===== src/rtl/vga_sync_rx.sv =====
// Video timing receiver: measures line/frame timing, locks after two matching frames.
// Define VGA_RX_PIXEL_EN to build the pixel capture path (pix_* outputs tie to 0 otherwise).
module vga_sync_rx #(
    parameter int unsigned TIMEOUT = 2047
) (
    input  logic        vga_clk,
    input  logic        rst,
    input  logic        vga_hs,
    input  logic        vga_vs,
    input  logic        vga_de,
    input  logic [11:0] rgb_in,
    output logic [10:0] line_period,
    output logic [10:0] hs_width,
    output logic [9:0]  frame_lines,
    output logic [9:0]  vs_width,
    output logic        locked,
    output logic        err,
    output logic        frame_start,
    output logic        pix_valid,
    output logic [10:0] pix_x,
    output logic [9:0]  pix_y,
    output logic [11:0] pix_rgb
);
    typedef enum logic [1:0] {SEARCH, MEASURE, VERIFY, LOCKED} state_t;
    localparam logic [10:0] TO = TIMEOUT[10:0];

    logic        hs_q, vs_q, hs_p_q, vs_p_q;
    logic        hs_fall, hs_rise, vs_fall, vs_rise;
    logic [10:0] hcnt_q, hcnt_d;
    logic [9:0]  lcnt_q, lcnt_d, vcnt_q, vcnt_d;
    logic [10:0] cand_period_q, cand_hsw_q, first_period_q;
    logic [9:0]  cand_vsw_q;
    logic        have_first_q, line_err_q;
    logic [10:0] cur_period, cur_hsw;
    logic [9:0]  cur_vsw;
    logic        lcnt_sat, line_err_now, timeout, start_measure;
    logic        line_bad, frame_bad, frame_match;
    state_t      state_q;
    logic [10:0] ref_period_q, ref_hsw_q;
    logic [9:0]  ref_lines_q, ref_vsw_q;
    logic        ref_line_err_q, locked_q, err_q, fs_q;

    always_ff @(posedge vga_clk) begin
        if (rst) begin
            hs_q   <= 1'b0;
            vs_q   <= 1'b0;
            hs_p_q <= 1'b0;
            vs_p_q <= 1'b0;
        end else begin
            hs_q   <= vga_hs;
            vs_q   <= vga_vs;
            hs_p_q <= hs_q;
            vs_p_q <= vs_q;
        end
    end

    always_comb begin
        hs_fall  = hs_p_q & ~hs_q;
        hs_rise  = ~hs_p_q & hs_q;
        vs_fall  = vs_p_q & ~vs_q;
        vs_rise  = ~vs_p_q & vs_q;
        lcnt_sat = &lcnt_q;

        hcnt_d = hcnt_q;
        if (hs_fall)
            hcnt_d = 11'd1;
        else if (!(&hcnt_q))
            hcnt_d = hcnt_q + 11'd1;

        lcnt_d = lcnt_q;
        if (vs_fall)
            lcnt_d = {9'd0, hs_fall};
        else if (hs_fall && !lcnt_sat)
            lcnt_d = lcnt_q + 10'd1;

        vcnt_d = vcnt_q;
        if (vs_fall)
            vcnt_d = {9'd0, hs_fall};
        else if (hs_fall && !vs_q && !(&vcnt_q))
            vcnt_d = vcnt_q + 10'd1;

        // Values as they stand including any edge seen this cycle.
        cur_period   = hs_fall ? hcnt_q : cand_period_q;
        cur_hsw      = hs_rise ? hcnt_q : cand_hsw_q;
        cur_vsw      = vs_rise ? vcnt_q : cand_vsw_q;
        line_err_now = line_err_q | (hs_fall & have_first_q & (hcnt_q != first_period_q));

        timeout       = (hcnt_q >= TO);
        start_measure = (state_q == SEARCH) && vs_fall && !timeout;
        line_bad      = hs_fall && (hcnt_q != ref_period_q);
        frame_bad     = vs_fall && (lcnt_sat || (lcnt_q != ref_lines_q) || (cur_vsw != ref_vsw_q));
        frame_match   = vs_fall && !lcnt_sat && (lcnt_q == ref_lines_q) &&
                        (cur_period == ref_period_q) && (cur_hsw == ref_hsw_q) &&
                        (cur_vsw == ref_vsw_q) && !line_err_now && !ref_line_err_q;
    end

    always_ff @(posedge vga_clk) begin
        if (rst) begin
            hcnt_q         <= '0;
            lcnt_q         <= '0;
            vcnt_q         <= '0;
            cand_period_q  <= '0;
            cand_hsw_q     <= '0;
            cand_vsw_q     <= '0;
            first_period_q <= '0;
            have_first_q   <= 1'b0;
            line_err_q     <= 1'b0;
        end else begin
            hcnt_q <= hcnt_d;
            lcnt_q <= lcnt_d;
            vcnt_q <= vcnt_d;
            if (start_measure) begin
                cand_period_q  <= '0;
                cand_hsw_q     <= '0;
                cand_vsw_q     <= '0;
                first_period_q <= '0;
                have_first_q   <= 1'b0;
                line_err_q     <= 1'b0;
            end else begin
                if (hs_fall) begin
                    cand_period_q <= hcnt_q;
                    line_err_q    <= line_err_now;
                    if (!have_first_q) begin
                        first_period_q <= hcnt_q;
                        have_first_q   <= 1'b1;
                    end
                end
                if (hs_rise)
                    cand_hsw_q <= hcnt_q;
                if (vs_rise)
                    cand_vsw_q <= vcnt_q;
                // The line ending at a VS fall belongs to the old frame; start fresh after it.
                if (vs_fall) begin
                    have_first_q <= 1'b0;
                    line_err_q   <= 1'b0;
                end
            end
        end
    end

    always_ff @(posedge vga_clk) begin
        if (rst) begin
            state_q        <= SEARCH;
            ref_period_q   <= '0;
            ref_hsw_q      <= '0;
            ref_lines_q    <= '0;
            ref_vsw_q      <= '0;
            ref_line_err_q <= 1'b0;
            locked_q       <= 1'b0;
            err_q          <= 1'b0;
            fs_q           <= 1'b0;
        end else begin
            err_q <= 1'b0;
            fs_q  <= 1'b0;
            if (timeout) begin
                state_q  <= SEARCH;
                err_q    <= (state_q == LOCKED);
                locked_q <= 1'b0;
            end else begin
                case (state_q)
                    SEARCH: if (vs_fall) state_q <= MEASURE;
                    MEASURE, VERIFY: begin
                        if (vs_fall) begin
                            if (state_q == VERIFY && frame_match) begin
                                state_q  <= LOCKED;
                                locked_q <= 1'b1;
                            end else begin
                                state_q        <= VERIFY;
                                ref_period_q   <= cur_period;
                                ref_hsw_q      <= cur_hsw;
                                ref_lines_q    <= lcnt_q;
                                ref_vsw_q      <= cur_vsw;
                                ref_line_err_q <= line_err_now;
                            end
                        end
                    end
                    LOCKED: begin
                        if (line_bad || frame_bad) begin
                            state_q  <= MEASURE;
                            err_q    <= 1'b1;
                            locked_q <= 1'b0;
                        end else if (vs_fall) begin
                            fs_q <= 1'b1;
                        end
                    end
                    default: state_q <= SEARCH;
                endcase
            end
        end
    end

    assign line_period = ref_period_q;
    assign hs_width    = ref_hsw_q;
    assign frame_lines = ref_lines_q;
    assign vs_width    = ref_vsw_q;
    assign locked      = locked_q;
    assign err         = err_q;
    assign frame_start = fs_q;

`ifdef VGA_RX_PIXEL_EN
    logic        de_q, de_p_q, pv_q;
    logic [11:0] rgb_q, prgb_q;
    logic [10:0] xcnt_q, px_q;
    logic [9:0]  ycnt_q, py_q;

    always_ff @(posedge vga_clk) begin
        if (rst) begin
            de_q   <= 1'b0;
            de_p_q <= 1'b0;
            rgb_q  <= '0;
            xcnt_q <= '0;
            ycnt_q <= '0;
            pv_q   <= 1'b0;
            px_q   <= '0;
            py_q   <= '0;
            prgb_q <= '0;
        end else begin
            de_q   <= vga_de;
            de_p_q <= de_q;
            rgb_q  <= rgb_in;
            xcnt_q <= de_q ? xcnt_q + 11'd1 : 11'd0;
            if (vs_fall)
                ycnt_q <= '0;
            else if (de_p_q && !de_q)
                ycnt_q <= ycnt_q + 10'd1;
            pv_q   <= de_q & locked_q;
            px_q   <= xcnt_q;
            py_q   <= ycnt_q;
            prgb_q <= rgb_q;
        end
    end

    assign pix_valid = pv_q;
    assign pix_x     = px_q;
    assign pix_y     = py_q;
    assign pix_rgb   = prgb_q;
`else
    logic unused_pix_in;
    assign unused_pix_in = ^{vga_de, rgb_in};
    assign pix_valid = 1'b0;
    assign pix_x     = '0;
    assign pix_y     = '0;
    assign pix_rgb   = '0;
`endif

endmodule

===== config.mk =====
export PLATFORM = sky130hd
export DESIGN_NAME = vga_sync_rx
export DESIGN_NICKNAME = d
export VERILOG_FILES = /design/src/rtl/vga_sync_rx.sv
export SDC_FILE = /design/constraint.sdc
export NUM_CORES = 1
export LEC_CHECK = 0
export CELL_PAD_IN_SITES_DETAIL_PLACEMENT = 1
export CELL_PAD_IN_SITES_GLOBAL_PLACEMENT = 1
export CORE_MARGIN = 5
export CORE_UTILIZATION = 38
export CTS_BUF_LIST = sky130_fd_sc_hd__clkbuf_4
export CTS_CLUSTER_SIZE = 12
export DETAILED_ROUTE_END_ITERATION = 8
export PLACE_DENSITY = 0.84
export SLEW_MARGIN = 25
export SYNTH_ARGS = -nofsm -noshare
export SYNTH_HDL_FRONTEND = slang
export SYNTH_SLANG_ARGS = --single-unit

===== constraint.sdc =====
create_clock -name vga_clk -period 3.35 [get_ports vga_clk]
set_input_delay 0.5025 -clock vga_clk [delete_from_list [all_inputs] [get_ports vga_clk]]
set_output_delay 0.5025 -clock vga_clk [all_outputs]
set_load 0.03 [all_outputs]

==> metrics <==
maximum clock rate=322 MHz; share of the yosys chip area belonging to registers=about 40%; reg-to-reg critical path endpoint=line_period[9]; instance area at placement=~7000 um^2; antenna violations before repair=1; kind of start point of the critical path=flip-flop; Setup Buffers After CTS=0; half-perimeter wire length after placement=approximately 13000 um; highest ir drop seen on vdd=between 0.0002 and 0.00025 V; Mapped Avg Cell Area=between 8 and 9 um^2; setup slack of the critical path after layout=around 0.24 ns; number of buffers added by the clock tree synthesis step=17; placeable core area=~17000 um^2; total overflow reported by the global router=0; number of rows in the core area=between 40 and 50; number of standard cells after synthesis=roughly 740; most instantiated cells after synthesis=sky130_fd_sc_hd__dfxtp_1, sky130_fd_sc_hd__nor2_1, sky130_fd_sc_hd__mux2i_1, sky130_fd_sc_hd__buf_4, sky130_fd_sc_hd__a21oi_1; first-pass detailed-route iteration total=4; Final Hold Violating Endpoints=0; number of design-rule violations left by the first detailed-router iteration=between 300 and 400; overall power of the completed layout=approximately 3.4 mW; Finished Layout Cells=1006; crit-path max cell delay=around 0.56 ns; Hold WS=0.196 ns; maximum fanout count along the critical path=40; final net count=794; worst slew pin tran=0.828 ns; share of the cycle needed by the critical path after routing=between 90% and 100%; Data arrival, critical path=3.59 ns; global-route wire length before repair=around 29000 um; worst-path cell chain=nand2b_1 -> buf_4 -> buf_4 -> a21oi_1 -> nor3_1 -> and4_1 -> and4_1 -> a21oi_4 -> buf_4 -> nor2_1 -> a211oi_2; most common flop cell mapped by yosys=sky130_fd_sc_hd__dfxtp_1; final-layout fill cell count=around 2.0k; type of the worst setup path=reg -> reg; post-route cell area=~7300 um^2; slack of the worst reg-to-reg path=0.24 ns; top-level port count=96; Total Negative Setup Slacks=0 ns; full die area=19600 um^2; H-tree depth=4; leading cell type by number of instances after synthesis=sky130_fd_sc_hd__dfxtp_1; required time of the critical path=approximately 3.8 ns; CTS Root Cell=sky130_fd_sc_hd__clkbuf_4; IO buf count=48; clock tree sinks=128; average wire length per cell after detail routing=approximately 18 um; slowest CP cell=sky130_fd_sc_hd__dfxtp_1; logic depth of the worst setup path including buffers=11; top-area cell type share of the netlist area=about 40%; total power density per cell area=473 nW/um^2; min cycle time layout=approximately 3.1 ns; hold-fix buffer count after cts=0; RSZ-0062 raised after global routing=no; worst reg2reg path depth=11; # Max-Cap Violations=0; dominant cells by area after synthesis=sky130_fd_sc_hd__dfxtp_1, sky130_fd_sc_hd__nor2_1, sky130_fd_sc_hd__mux2i_1; tightest slew margin relative to the limit=roughly 45%; Starting Density=around two fifths; Area growth, synth to finish=12.9%; worst-case clock skew=about 0.021 ns; status=complete, no violations; largest net degree at the start of global routing=44; start of the worst register-to-register path=hs_p_q; Clock Latency Late Sink=0.57 ns; leakage power=about 2.7 nW; detailed-route DRC error count=0; die width=~140 um; most frequent cell on the critical path=sky130_fd_sc_hd__buf_4; number of cells upsized or downsized after cts=0; Buffers & Inverters on Critical Path=3; number of enable flip-flop cells after synthesis=0; number of distinct standard cells referenced by the synthesized netlist=67; clock tree from TritonCTS=done; number of buffers on the longest clock path=2; antenna-violating nets left=0; Min-Delay Path Class=in -> reg; number of warning messages in the yosys log=0; Crit. End Element=flip-flop; number of global-route vias before repair=between 5k and 6k; via count=5223; DRT Wirelength=around 18000 um; setup slack at placement=between 0.2 and 0.3 ns; Reg clk slew, reported paths=around 0.12 ns; Final Setup Violations=0; share of flip-flops with an asynchronous set or reset after synthesis=0%; total global-route track usage=18.3%; overall die height=140 um; worst setup path startpoint=hs_p_q; proportion of layout cells with a drive suffix above 1=under 10%; routability cong.=~0.90; post-synthesis cell area=~6400 um^2; Yosys reg bits=between 100 and 150; cell type with the highest aggregate area in the netlist=sky130_fd_sc_hd__dfxtp_1; average vias per placed instance=between 5 and 6; worst setup path endpoint=line_period[9]; family with the most delay on the worst path=simple AND/OR/NAND/NOR gates; utilization after layout=approximately 44%; placed cell count=slightly below 1k; final count of pins violating max slew=0
==> flip-flops by register name (all words and copies together), names as in the netlist <==
| name | count |
|---|---|
| hs_p_q | 1 |
| vcnt_q | 10 |
| frame_lines | 10 |
| vs_q | 1 |
| line_err_q | 1 |
| cand_vsw_q | 10 |
| hs_q | 1 |
| lcnt_q | 10 |
| line_period | 11 |
| cand_hsw_q | 11 |
| locked | 1 |
| frame_start | 1 |
| cand_period_q | 11 |
| first_period_q | 11 |
| err | 1 |
| hs_width | 11 |
| vs_p_q | 1 |
| hcnt_q | 11 |
| have_first_q | 1 |
| ref_line_err_q | 1 |
| state_q | 2 |
| vs_width | 10 |
==> how the worst min path moves through the flow <==
stage          cells after the start         startpoint  slack, ns                 to
2_1_floorplan                      2     ref_line_err_q       0.45     ref_line_err_q
3_3_place_gp                       2     ref_line_err_q       0.47     ref_line_err_q
3_5_place_dp                       2  first_period_q[5]       0.49  first_period_q[5]
4_1_cts                            2                rst       0.17     frame_lines[2]
5_1_grt                            2                rst       0.18     frame_lines[6]
6_report                           2                rst       0.20     frame_lines[2]
==> layer usage <==
layer	track usage (%)	part of all wire [%]
met4	4.90	1.6
met3	4.12	4.8
met2	31.1	50
met5	0	0
met1	23.5	44
==> worst register-to-register path: stages (launching register included) <==
cell and delay (ns):
sky130_fd_sc_hd__dfxtp_1 0.56, sky130_fd_sc_hd__nand2b_1 0.30, sky130_fd_sc_hd__buf_4 0.28, sky130_fd_sc_hd__buf_4 0.17, sky130_fd_sc_hd__a21oi_1 0.17, sky130_fd_sc_hd__nor3_1 0.08, sky130_fd_sc_hd__and4_1 0.19, sky130_fd_sc_hd__and4_1 0.27
sky130_fd_sc_hd__a21oi_4 0.16, sky130_fd_sc_hd__buf_4 0.44, sky130_fd_sc_hd__nor2_1 0.14, sky130_fd_sc_hd__a211oi_2 0.25
==> report_power, final <==
part / switching (mW) / internal (mW)
Clock: 0.619 / 0.523
Combinational: 0.399 / 0.239
Sequential: 0.0776 / 1.57
==> cell type report <==
cell class	instances	area, um^2	area share, %
Sequential cell	128	2560	35.3
Antenna cell	2	5.00	0.0689
Clock inverter	14	166	2.29
Timing Repair Buffer	71	648	8.93
Clock buffer	18	135	1.86
Tap cell	220	275	3.79
Multi-Input combinational cell	521	3350	46.1
Inverter	32	120	1.65
==> cells by family (layout without fill, tap and decap cells) <==
| group | Yosys count | in the layout | share of synthesized area [%] |
|---|---|---|---|
| fa+ha+maj | 6 | 6 | 1.17 |
| mux | 44 | 44 | 7.02 |
| other cells | 1 | 36 | 0.0583 |
| simple gates | 230 | 230 | 17.2 |
| xor+xnor | 63 | 63 | 8.58 |
| buf+inv | 119 | 135 | 10.2 |
| compound gates | 144 | 144 | 16.0 |
| flops | 128 | 128 | 39.8 |
==> layout by cell type, fill, tap and decap left out, drive strengths merged, types with 4 or more instances in the layout <==
cell type,n
dfxtp,128
nor2,113
clkdlybuf4s50,47
mux2i,41
a21oi,37
a211oi,36
xnor2,34
conb,34
inv,33
nand2,29
xor2,29
buf,24
clkbuf,18
nand2b,17
o21ai,17
nand3,13
nor2b,10
o22ai,8
nor4,8
nor3,7
clkinv,7
nand4,6
a31oi,6
ha,6
and3,5
nand3b,5
and4,4
a32oi,4
a222oi,4
or3,4
Power figures use the tool's default switching activity.
==> variant, RTL diff (same settings) <==
Re-encode `state_t` (4 states) as one-hot, 4 bits wide.
--- a/src/rtl/vga_sync_rx.sv
+++ b/src/rtl/vga_sync_rx.sv
@@ -23,3 +23,3 @@
 );
-    typedef enum logic [1:0] {SEARCH, MEASURE, VERIFY, LOCKED} state_t;
+    typedef enum logic [3:0] {SEARCH = 4'b0001, MEASURE = 4'b0010, VERIFY = 4'b0100, LOCKED = 4'b1000} state_t;
     localparam logic [10:0] TO = TIMEOUT[10:0];
Behaviour: no difference found for any inputs over 4 cycles, from zero or initial values and one cycle with rst high; so few cycles prove little.
==> variant against the unedited design <==
  * Worst setup slack got worse by 0.071 ns
  * Clock skew shrank 0.0066 ns
  * Sequential cell count rose by 2
  * Synthesized area up 1.0%
  * Final area is 1.2% higher
  * Wire length grew 7.5%
  * Highest routed layer unchanged
Power is not compared: it rests on default switching activity, and its combinational part moved more than twofold at a synthesized area within 25%.
==> variant: results (changes against the unedited design) <==
Worst setup path
  • R2R setup slack: 0.17 ns (was 0.24 ns)
  • Max stage delay on crit path: 0.53 ns (was 0.56 ns)
  • Crit Reg-Reg Startpoint: vs_q$_SDFF_PP0_ (was hs_p_q$_SDFF_PP0_)
  • Worst Reg-to-Reg Cells: 10 (was 11)
  • Crit-path slowest cell: or4_1 (was dfxtp_1)

Layout
  • Fill cell count: 2008 (was 1983)
  • # nets final: 818 (was 794)
  • Nonclk buf count: 80 (was 71)
  • Signal inverters: 23 (was 32)
  • Non-clock buffering overhead: 10.1% (was 8.93%)

Synth
  • Commonest cells post-synth: 130 x dfxtp_1, 82 x a21oi_1, 77 x nor2_1 (was 128 x dfxtp_1, 113 x nor2_1, 40 x mux2i_1)
  • Netlist cell types: 59 (was 67)

Clock network
  • Clock sink count: 130 (was 128)
  • CTS clk-pin slew, worst paths: 0.10 ns (was 0.12 ns)

STA
  • Final hold slack: 0.354 ns (was 0.196 ns)
  • Relative slew slack: 41.4% (was 44.8%)
  • Clock Skew: 0.0144 ns (was 0.0210 ns)

Outcome
  • Status: completed (unchanged)

GRT
  • Pin count of the biggest net entering global routing: 46 (was 44)
  • M3 GR Usage: 3.69% (was 4.12%)

Place
  • Global placement routability congestion: 0.849 (was 0.900)
  • HPWL Detailed: 13200 µm (was 12900 µm)
  • Placed cell area: 7100 µm² (was 6950 µm²)

Routing
  • DR WL/cell: 18.5 µm (was 17.6 µm)
  • Vias: 5729 (was 5223)
  • 1st-pass router iterations: 5 (was 4)
  • Met2 wire length: 9390 µm (was 8810 µm)
  • Metal3 WL: 923 µm (was 860 µm)
  • Metal-1 WL: 8440 µm (was 7790 µm)

Floorplan
  • Core area: 16700 µm² (was 16600 µm²)
==> variant: cell count changes after synthesis, sizes merged, moves of 9 or more <==
cell,change
nand3,+11
o21ai,+16
xor2,+13
inv,-9
clkbuf,+12
mux2i,-11
nor2,-36
a21oi,+45
==> variant: how the worst max path moves through the flow <==
stage                                        end  cells after the start  slack (ns)
finish                  hs_width[1]$_SDFFE_PP0P_                     10        0.17
global route         line_period[0]$_SDFFE_PP0P_                     10       0.003
CTS                     hs_width[1]$_SDFFE_PP0P_                     10        0.08
detailed placement  line_period[10]$_SDFFE_PP0P_                     10        0.11
global placement    line_period[10]$_SDFFE_PP0P_                     10        0.18
floorplan           line_period[10]$_SDFFE_PP0P_                      9        0.56
==> variant: cells by family (layout without fill, tap and decap cells) <==
kind of cell             count (synthesis)  count (layout)  share of synthesized area (%)
multiplexers                            30              30                           4.93
AO/OA/AOI/OAI                          191             191                           18.0
AND/OR/NAND/NOR                        211             211                           16.3
XOR/XNOR                                77              77                           10.4
other                                    1              35                         0.0577
adder cells (fa/ha/maj)                  3               3                          0.578
flip-flops                             130             130                           40.1
buffers and inverters                  118             134                           9.69
==> variant: power groups by stage <==
stage	sequential, W	combinational (W)	clock [W]
floorplan	0.00160	0.000231	0
global placement	0.00162	0.000246	0
detailed placement	0.00162	0.000251	0
CTS	0.00158	0.000254	0.000959
global route	0.00158	0.000280	0.00103
finish	0.00158	0.000260	0.000939
==> variant: stage by stage <==
step | std cells | setup WS, ns
2_1_floorplan | 794 | 0.561
3_3_place_gp | 999 | 0.183
3_5_place_dp | 999 | 0.113
4_1_cts | 1030 | 0.0792
5_1_grt | 1031 | 0.00316
6_report | 1031 | 0.171
==> variant: timing repair <==
item	CTS	global route
endpoints found under the setup margin	1	40
pin swaps	0	0
cloned	0	0
gates resized for setup	1	2
